<file path="config.mk">
export PLATFORM = sky130hd
export DESIGN_NAME = nv_nvdla_cdp_dp_nanproc
export DESIGN_NICKNAME = d
export VERILOG_FILES = /design/src/rtl/nv_nvdla_cdp_dp_nanproc.sv
export SDC_FILE = /design/constraint.sdc
export NUM_CORES = 1
export LEC_CHECK = 0
export CAP_MARGIN = 10
export CELL_PAD_IN_SITES_DETAIL_PLACEMENT = 1
export CELL_PAD_IN_SITES_GLOBAL_PLACEMENT = 2
export CORE_AREA = 2 2 179 181
export DETAILED_ROUTE_END_ITERATION = 7
export DIE_AREA = 0 0 181 183
export GPL_ROUTABILITY_DRIVEN = 0
export PLACE_DENSITY_LB_ADDON = 0.1
export SETUP_SLACK_MARGIN = 0.4
export SLEW_MARGIN = 20
export SYNTH_ARGS = -nofsm -noshare
export SYNTH_HDL_FRONTEND = slang
export SYNTH_SLANG_ARGS = --single-unit
</file>
<file path="constraint.sdc">
create_clock -name nvdla_core_clk -period 1.8 [get_ports nvdla_core_clk]
set_input_delay 0.36 -clock nvdla_core_clk [delete_from_list [all_inputs] [get_ports nvdla_core_clk]]
set_output_delay 0.36 -clock nvdla_core_clk [all_outputs]
set_load 0.01 [all_outputs]
</file>
<file path="src/rtl/nv_nvdla_cdp_dp_nanproc.sv">
// ============================================================================
// Module  : nv_nvdla_cdp_dp_nanproc
// Purpose : CDP fp16 NaN pre-processing with optional NaN/Inf layer counters
//           (counting built only when NVDLA_CDP_NAN_CNT_EN is defined).
// Revision: 1.0 - initial release
// ============================================================================
`default_nettype none

module nv_nvdla_cdp_dp_nanproc #(
  parameter int TP  = 8,
  parameter int BPE = 16,
  localparam int DW = TP*BPE,
  localparam int PW = DW+23
) (
  input  logic          nvdla_core_clk,
  input  logic          nvdla_core_rstn,
  input  logic          cdp_rdma2dp_valid,
  output logic          cdp_rdma2dp_ready,
  input  logic [PW-1:0] cdp_rdma2dp_pd,
  output logic          nan_preproc_pvld,
  input  logic          nan_preproc_prdy,
  output logic [PW-1:0] nan_preproc_pd,
  input  logic          reg2dp_op_en,
  input  logic [1:0]    reg2dp_input_data_type,
  input  logic          reg2dp_nan_to_zero,
  input  logic          dp2reg_done,
  output logic [31:0]   dp2reg_nan_input_num,
  output logic [31:0]   dp2reg_inf_input_num
);

  localparam int CW = $clog2(TP+1);

  logic          r_op_en_d1;
  logic          r_fp16_en;
  logic          r_tozero_en;
  logic          r_waiting;
  logic          r_pvld;
  logic [PW-1:0] r_pd;
  logic          w_op_en_load;
  logic          w_load;
  logic          w_layer_end;
  logic [DW-1:0] w_data_out;
  logic [TP-1:0] w_is_nan;

  assign w_op_en_load      = reg2dp_op_en & ~r_op_en_d1;
  assign cdp_rdma2dp_ready = (~r_pvld | nan_preproc_prdy) & ~r_waiting;
  assign w_load            = cdp_rdma2dp_valid & cdp_rdma2dp_ready;
  assign w_layer_end       = w_load & (&cdp_rdma2dp_pd[DW+14:DW+8]);
  assign nan_preproc_pvld  = r_pvld;
  assign nan_preproc_pd    = r_pd;

  // Modes are latched only while idle so an op_en re-pulse mid-layer is ignored.
  always_ff @(posedge nvdla_core_clk or negedge nvdla_core_rstn) begin
    if (!nvdla_core_rstn) begin
      r_op_en_d1  <= 1'b0;
      r_fp16_en   <= 1'b0;
      r_tozero_en <= 1'b0;
      r_waiting   <= 1'b1;
    end else begin
      r_op_en_d1 <= reg2dp_op_en;
      if (w_op_en_load & r_waiting) begin
        r_fp16_en   <= (reg2dp_input_data_type == 2'd2) && (BPE == 16);
        r_tozero_en <= reg2dp_nan_to_zero;
      end
      if (w_layer_end)
        r_waiting <= 1'b1;
      else if (w_op_en_load)
        r_waiting <= 1'b0;
    end
  end

`ifdef NVDLA_CDP_NAN_CNT_EN
  logic [TP-1:0] w_is_inf;
`endif

  for (genvar e = 0; e < TP; e++) begin : g_elem
    if (BPE == 16) begin : g_fp16
      logic [15:0] w_elem;
      assign w_elem      = cdp_rdma2dp_pd[e*16 +: 16];
      assign w_is_nan[e] = r_fp16_en & (&w_elem[14:10]) & (|w_elem[9:0]);
`ifdef NVDLA_CDP_NAN_CNT_EN
      assign w_is_inf[e] = r_fp16_en & (&w_elem[14:10]) & ~(|w_elem[9:0]);
`endif
      assign w_data_out[e*16 +: 16] = (w_is_nan[e] & r_tozero_en) ? 16'h0000 : w_elem;
    end else begin : g_pass
      assign w_is_nan[e] = 1'b0;
`ifdef NVDLA_CDP_NAN_CNT_EN
      assign w_is_inf[e] = 1'b0;
`endif
      assign w_data_out[e*BPE +: BPE] = cdp_rdma2dp_pd[e*BPE +: BPE];
    end
  end

  always_ff @(posedge nvdla_core_clk or negedge nvdla_core_rstn) begin
    if (!nvdla_core_rstn) begin
      r_pvld <= 1'b0;
      r_pd   <= '0;
    end else if (w_load) begin
      r_pvld <= 1'b1;
      r_pd   <= {cdp_rdma2dp_pd[PW-1:DW], w_data_out};
    end else if (nan_preproc_prdy) begin
      r_pvld <= 1'b0;
    end
  end

`ifdef NVDLA_CDP_NAN_CNT_EN
  logic [CW-1:0] w_nan_beat;
  logic [CW-1:0] w_inf_beat;
  logic [31:0]   w_nan_next;
  logic [31:0]   w_inf_next;
  logic          w_cube_end;
  logic [31:0]   r_nan_cnt, r_inf_cnt;
  logic [31:0]   r_nan_slot0, r_nan_slot1, r_inf_slot0, r_inf_slot1;
  logic [31:0]   r_nan_pub, r_inf_pub;
  logic          r_layer_flag, r_wdma_flag;

  function automatic logic [31:0] sat_add(input logic [31:0] a, input logic [CW-1:0] b);
    logic [32:0] s;
    s = {1'b0, a} + 33'(b);
    return s[32] ? 32'hFFFF_FFFF : s[31:0];
  endfunction

  always_comb begin
    w_nan_beat = '0;
    w_inf_beat = '0;
    for (int e = 0; e < TP; e++) begin
      w_nan_beat = w_nan_beat + CW'(w_is_nan[e]);
      w_inf_beat = w_inf_beat + CW'(w_is_inf[e]);
    end
  end

  assign w_nan_next = sat_add(r_nan_cnt, w_nan_beat);
  assign w_inf_next = sat_add(r_inf_cnt, w_inf_beat);
  assign w_cube_end = w_load & (&cdp_rdma2dp_pd[DW+14:DW+12]);

  // Ping-pong slots let a done pulse publish layer N while layer N+1 counts.
  always_ff @(posedge nvdla_core_clk or negedge nvdla_core_rstn) begin
    if (!nvdla_core_rstn) begin
      r_nan_cnt    <= '0;
      r_inf_cnt    <= '0;
      r_nan_slot0  <= '0;
      r_nan_slot1  <= '0;
      r_inf_slot0  <= '0;
      r_inf_slot1  <= '0;
      r_nan_pub    <= '0;
      r_inf_pub    <= '0;
      r_layer_flag <= 1'b0;
      r_wdma_flag  <= 1'b0;
    end else begin
      if (w_cube_end) begin
        if (r_layer_flag) begin
          r_nan_slot1 <= w_nan_next;
          r_inf_slot1 <= w_inf_next;
        end else begin
          r_nan_slot0 <= w_nan_next;
          r_inf_slot0 <= w_inf_next;
        end
        r_layer_flag <= ~r_layer_flag;
        r_nan_cnt    <= '0;
        r_inf_cnt    <= '0;
      end else if (w_load) begin
        r_nan_cnt <= w_nan_next;
        r_inf_cnt <= w_inf_next;
      end
      if (dp2reg_done) begin
        r_nan_pub   <= r_wdma_flag ? r_nan_slot1 : r_nan_slot0;
        r_inf_pub   <= r_wdma_flag ? r_inf_slot1 : r_inf_slot0;
        r_wdma_flag <= ~r_wdma_flag;
      end
    end
  end

  assign dp2reg_nan_input_num = r_nan_pub;
  assign dp2reg_inf_input_num = r_inf_pub;
`else
  assign dp2reg_nan_input_num = 32'd0;
  assign dp2reg_inf_input_num = 32'd0;
`endif

endmodule

`default_nettype wire
</file>
Word-level counts from Yosys, hierarchy flattened
Index checks and enable logic that the tools add are counted.
Operators by class
  add/sub/neg operators: 0
  $mul: 0
  div/mod/pow operators: 0
  order comparisons: 0
  equal/unequal tests: 1
  shift operators: 0
  muxes and demuxes: 12
  bitwise operators: 33
  reduce and logical (&&, ||, !) cells: 19
Operators by type and width (count)
  2-to-1 mux 16 bit: 8
  OR reduction 10 bit: 8
  AND reduction 5 bit: 8
  bitwise AND 1 bit: 29
  AND reduction 7 bit: 1
  2-to-1 mux 1 bit: 4
  nonzero test 2 bit: 2
  NOT 1 bit: 3
  equality test 2 bit, second input constant: 1
  bitwise OR 1 bit: 1
Word-level totals
  register bits after elaboration: 156
  bits in latches: 0
  memory bits (writable): 0
  ROM bits: 0
  bits of input ports: 160
  output and inout bits: 217
  memories: 0

Depth between registers and ports, before layout
  word-level depth: 6
  gate-level depth with buffers: 7
  mapped depth without buffers: 4

Least setup slack after synthesis
OpenSTA, ideal clock, no wires.
  kind: reg2reg
  from: register r_pvld (netlist: nan_preproc_pvld)
  to: register r_pd[52] (netlist: nan_preproc_pd[52])
  library setup time: 0.150 ns
  data arrival time: 1.341 ns
  required time: 1.650 ns
  path slack: 0.308 ns
  stages on the path, launching flop included: 6
  period minus slack after synthesis: 1.492 ns
  cell sequence: dfrtp_1 -> nand2b_4 -> nand3_4 -> buf_2 -> a311oi_2 -> a21oi_1
On the way
  word-level cells in the longest chain between the ends: 4
Ends and longest elaborated chain
  start, declared: line 37  | logic r_pvld;
  start signal, assigned: line 96  | r_pvld <= 1'b0;
  start signal, assigned: line 99  | r_pvld <= 1'b1;
  start signal, assigned: line 102  | r_pvld <= 1'b0;
  NOT 1 bit: line 46  | assign cdp_rdma2dp_ready = (~r_pvld | nan_preproc_prdy) & ~r_waiting;
  bitwise OR 1 bit: line 46
  bitwise AND 1 bit: line 46
  bitwise AND 1 bit: line 47  | assign w_load = cdp_rdma2dp_valid & cdp_rdma2dp_ready;
  end signal, assigned: line 100  | r_pd <= {cdp_rdma2dp_pd[PW-1:DW], w_data_out};
  end, declared: line 38  | logic [PW-1:0] r_pd;
Every way passes these cells.
A chain may end at the register's enable or synchronous reset.

Worst setup path after layout
  from: register r_waiting
  to: output port cdp_rdma2dp_ready
On the way
  word-level cells in the longest chain between the ends: 2
Ends and longest elaborated chain
  start, declared: line 36  | logic r_waiting;
  start signal, assigned: line 58  | r_waiting <= 1'b1;
  start signal, assigned: line 66  | r_waiting <= 1'b1;
  start signal, assigned: line 68  | r_waiting <= 1'b0;
  NOT 1 bit: line 46
  bitwise AND 1 bit: line 46
  end, declared: line 18  | output logic cdp_rdma2dp_ready,
Every way passes these cells.

==> results.sh <==
export IMPL_outcome="finished, final reports clean"
export IMPL_fp_dieH_um=183
export IMPL_die_area_sq_um=33100
export IMPL_grt_pass1_wl_um=42400
export IMPL_max_cap_violations=0
export IMPL_syn2layout_area_growth_pct=76.8
export IMPL_yosys_top_cells_area="dfrtp_1 57%, nand2_1 13%, buf_4 7.3%"
export IMPL_firstDrtPassIters=4
export IMPL_tightest_slew_ns=0.576
export IMPL_max_stage_delay_ns=0.56
export IMPL_layout_common_cells="199 x nand2_1, 155 x dfrtp_1, 152 x buf_2, 149 x clkdlybuf4s50_1, 71 x a21oi_2"
export IMPL_syn_inst=688
export IMPL_dp_hpwl_um=20200
export IMPL_clock_sinks=156
export IMPL_synth_area_sq_um=6780
export IMPL_grt_setup_unrepaired="yes"
export IMPL_via_count=6497
export IMPL_power_density_nw_per_um2=942
export IMPL_synth_seq_cells=156
export IMPL_relSlewSlack_pct=61.6
export IMPL_setup_tns_ns=0
export IMPL_synth_warnings=0
export IMPL_critPathBufInv=2
export IMPL_port_buffers=311
export IMPL_n_antenna_cell=0
export IMPL_path_class="reg -> out"
export IMPL_grt_pass1_vias=6955
export IMPL_rows=65
export IMPL_regArea_sq_um=3910
export IMPL_endpoint_kind="output pin"
export IMPL_cts_buffer_depth=2
export IMPL_reg2reg_from="r_fp16_en"
export IMPL_clk_latency_ns=0.43
export IMPL_p_leak_uw=0.00568
export IMPL_avgSynthCellArea_sq_um=9.86
export IMPL_synth_top_cell_by_area="dfrtp_1"
export IMPL_setup_viol=0
export IMPL_final_util_pct=38.4
export IMPL_worstPathRequired_ns=1.44
export IMPL_nets=1281
export IMPL_ys_types=30
export IMPL_finalHoldViolations=0
export IMPL_wl_um=28400
export IMPL_synth_top_area_share_pct=57.2
export IMPL_antenna_found_initial=1
export IMPL_layout_drive_gt1_share_pct=40.8
export IMPL_synth_async_reset_ratio_pct=100
export IMPL_cts_tree="built"
export IMPL_cts_buffers=17
export IMPL_slew_violations=0
export IMPL_setup_ws_ns=0.171
export IMPL_place_ws_ns=-0.259
export IMPL_ios=377
export IMPL_drtIter0Drc=167
export IMPL_multi_input_area_sq_um=3010
export IMPL_fp_coreArea_sq_um=31200
export IMPL_synth_edff_count=0
export IMPL_path_max_fanout=4
export IMPL_ir_drop_mv=0.586
export IMPL_final_common_cell="nand2_1"
export IMPL_grt_max_degree=59
export IMPL_hp_start="cdp_rdma2dp_pd[4]"
export IMPL_track_usage_pct=16.7
export IMPL_crit_arrival_ns=1.27
export IMPL_clk_pin_slew_ns=0.08
export IMPL_drc=0
export IMPL_die_w_um=181
export IMPL_initial_core_util_pct=21.7
export IMPL_ant_nets=0
export IMPL_crit_family="flip-flops"
export IMPL_worst_hold_slack_ns=0.326
export IMPL_cts_htree_levels=4
export IMPL_vias_per_cell=4.23
export IMPL_ys_seq_area_share_pct=57.6
export IMPL_fin_skew_ns=0.0154
export IMPL_grt_ovfl_total=0
export IMPL_hold_class="in -> reg"
export IMPL_worstPathCellList="inv_4 > and2_4 > buf_6"
export IMPL_cts_root_buf="clkbuf_16"
export IMPL_critPathSlowestCell="dfstp_2"
export IMPL_min_period_ns=1.63
export IMPL_synthFlopType="dfrtp_1"
export IMPL_drt_wirelength_per_cell_um=18.5
export IMPL_max_freq_ghz=0.614
export IMPL_period_share_pct=90.5
export IMPL_fillerInstances=3565
export IMPL_critPathLaunchType="register"
export IMPL_crit_path_start="r_waiting"
layer usage:
| layer | share of wire, % | track usage (%) | vias to the layer above | wire [um] |
|---|---|---|---|---|
| met5 | 0.046 | 0 | - | 13 |
| met4 | 1.0 | 3.67 | 2 | 287 |
| met3 | 8.4 | 5.70 | 22 | 2390 |
| met2 | 46 | 26.6 | 222 | 13000 |
| met1 | 45 | 22.0 | 3186 | 12700 |
| li1 | - | - | 3065 | - |
cells by family (layout without fill, tap and decap cells):
| group | after synthesis | in the layout | synth area share (%) |
|---|---|---|---|
| AO/OA/AOI/OAI | 138 | 138 | 13.9 |
| other | 1 | 64 | 0.0553 |
| AND/OR/NAND/NOR | 290 | 290 | 18.4 |
| flip-flops | 156 | 156 | 57.6 |
| buffers and inverters | 102 | 484 | 9.89 |
| multiplexers | 1 | 1 | 0.166 |
path summary, 6_finish.rpt:
path	endpoint	slack, ns	cells past startpoint
worst max-delay path	cdp_rdma2dp_ready	0.17	3
worst min-delay path	nan_preproc_pd[4]	0.33	3
worst max register to register	nan_preproc_pd[118]	0.20	7
worst min register to register	nan_preproc_pd[140]	0.47	2
max in group asynchronous	nan_preproc_pd[0]	0.74	3
min in group asynchronous	nan_preproc_pd[46]	0.51	3
cell type report:
class | instances | area share (%)
Clock buffer | 19 | 3.78
Clock inverter | 12 | 0.866
Inverter | 1 | 0.0522
Timing Repair Buffer | 452 | 33.4
Tap cell | 402 | 4.19
Multi-Input combinational cell | 493 | 25.1
Sequential cell | 156 | 32.6
metrics by stage:
| stage | instances | cell area [sq um] | power [uW] |
|---|---|---|---|
| 6_report | 1535 | 12000 | 11300 |
| 5_1_grt | 1535 | 12000 | 11900 |
| 4_1_cts | 1519 | 11500 | 11200 |
| 3_5_place_dp | 1439 | 10700 | 7730 |
| 3_3_place_gp | 1439 | 10700 | 7720 |
| 2_1_floorplan | 751 | 7100 | 5670 |
state kept, by name, summed over array words and instances, names as in the netlist:
name	cells
r_tozero_en	1
r_op_en_d1	1
nan_preproc_pd	151
r_waiting	1
r_fp16_en	1
nan_preproc_pvld	1
synth_stat cells, types with 2 or more instances:
cell and number:
nand2_1 233, buf_6 3, dfrtp_1 155, nand3_1 2, buf_2 14, nand4_1 8, a22o_1 48, or4_1 2
buf_4 66, nor4_2 2, nor4_1 14, buf_1 5, a311oi_2 7, a21oi_1 80, and3_1 8, and2_1 9
clkbuf_1 13, nor2_1 7
where the power goes:
part           internal [uW]  switching, uW
clock network           1870           1700
registers               4080            308
logic                   1690           1650
what timing repair did:
item | CTS | global route
pin swaps | 36 | 58
resized for setup | 749 | 97
hold buffers | 1 | 0
cloned | 6 | 5
buffers inserted | 42 | 11
endpoints found under the hold margin | 114 | 0
setup endpoints to repair | 291 | 154
worst reg2reg max path: cells and delay by family, from the launching register on:
kind	cells	cell delay, ns
buffers and inverters	3	0.41
and+or+nand+nor	2	0.33
DFF	1	0.35
AOI/OAI and AO/OA	2	0.40
No activity file was read; power rests on OpenSTA's default activity.
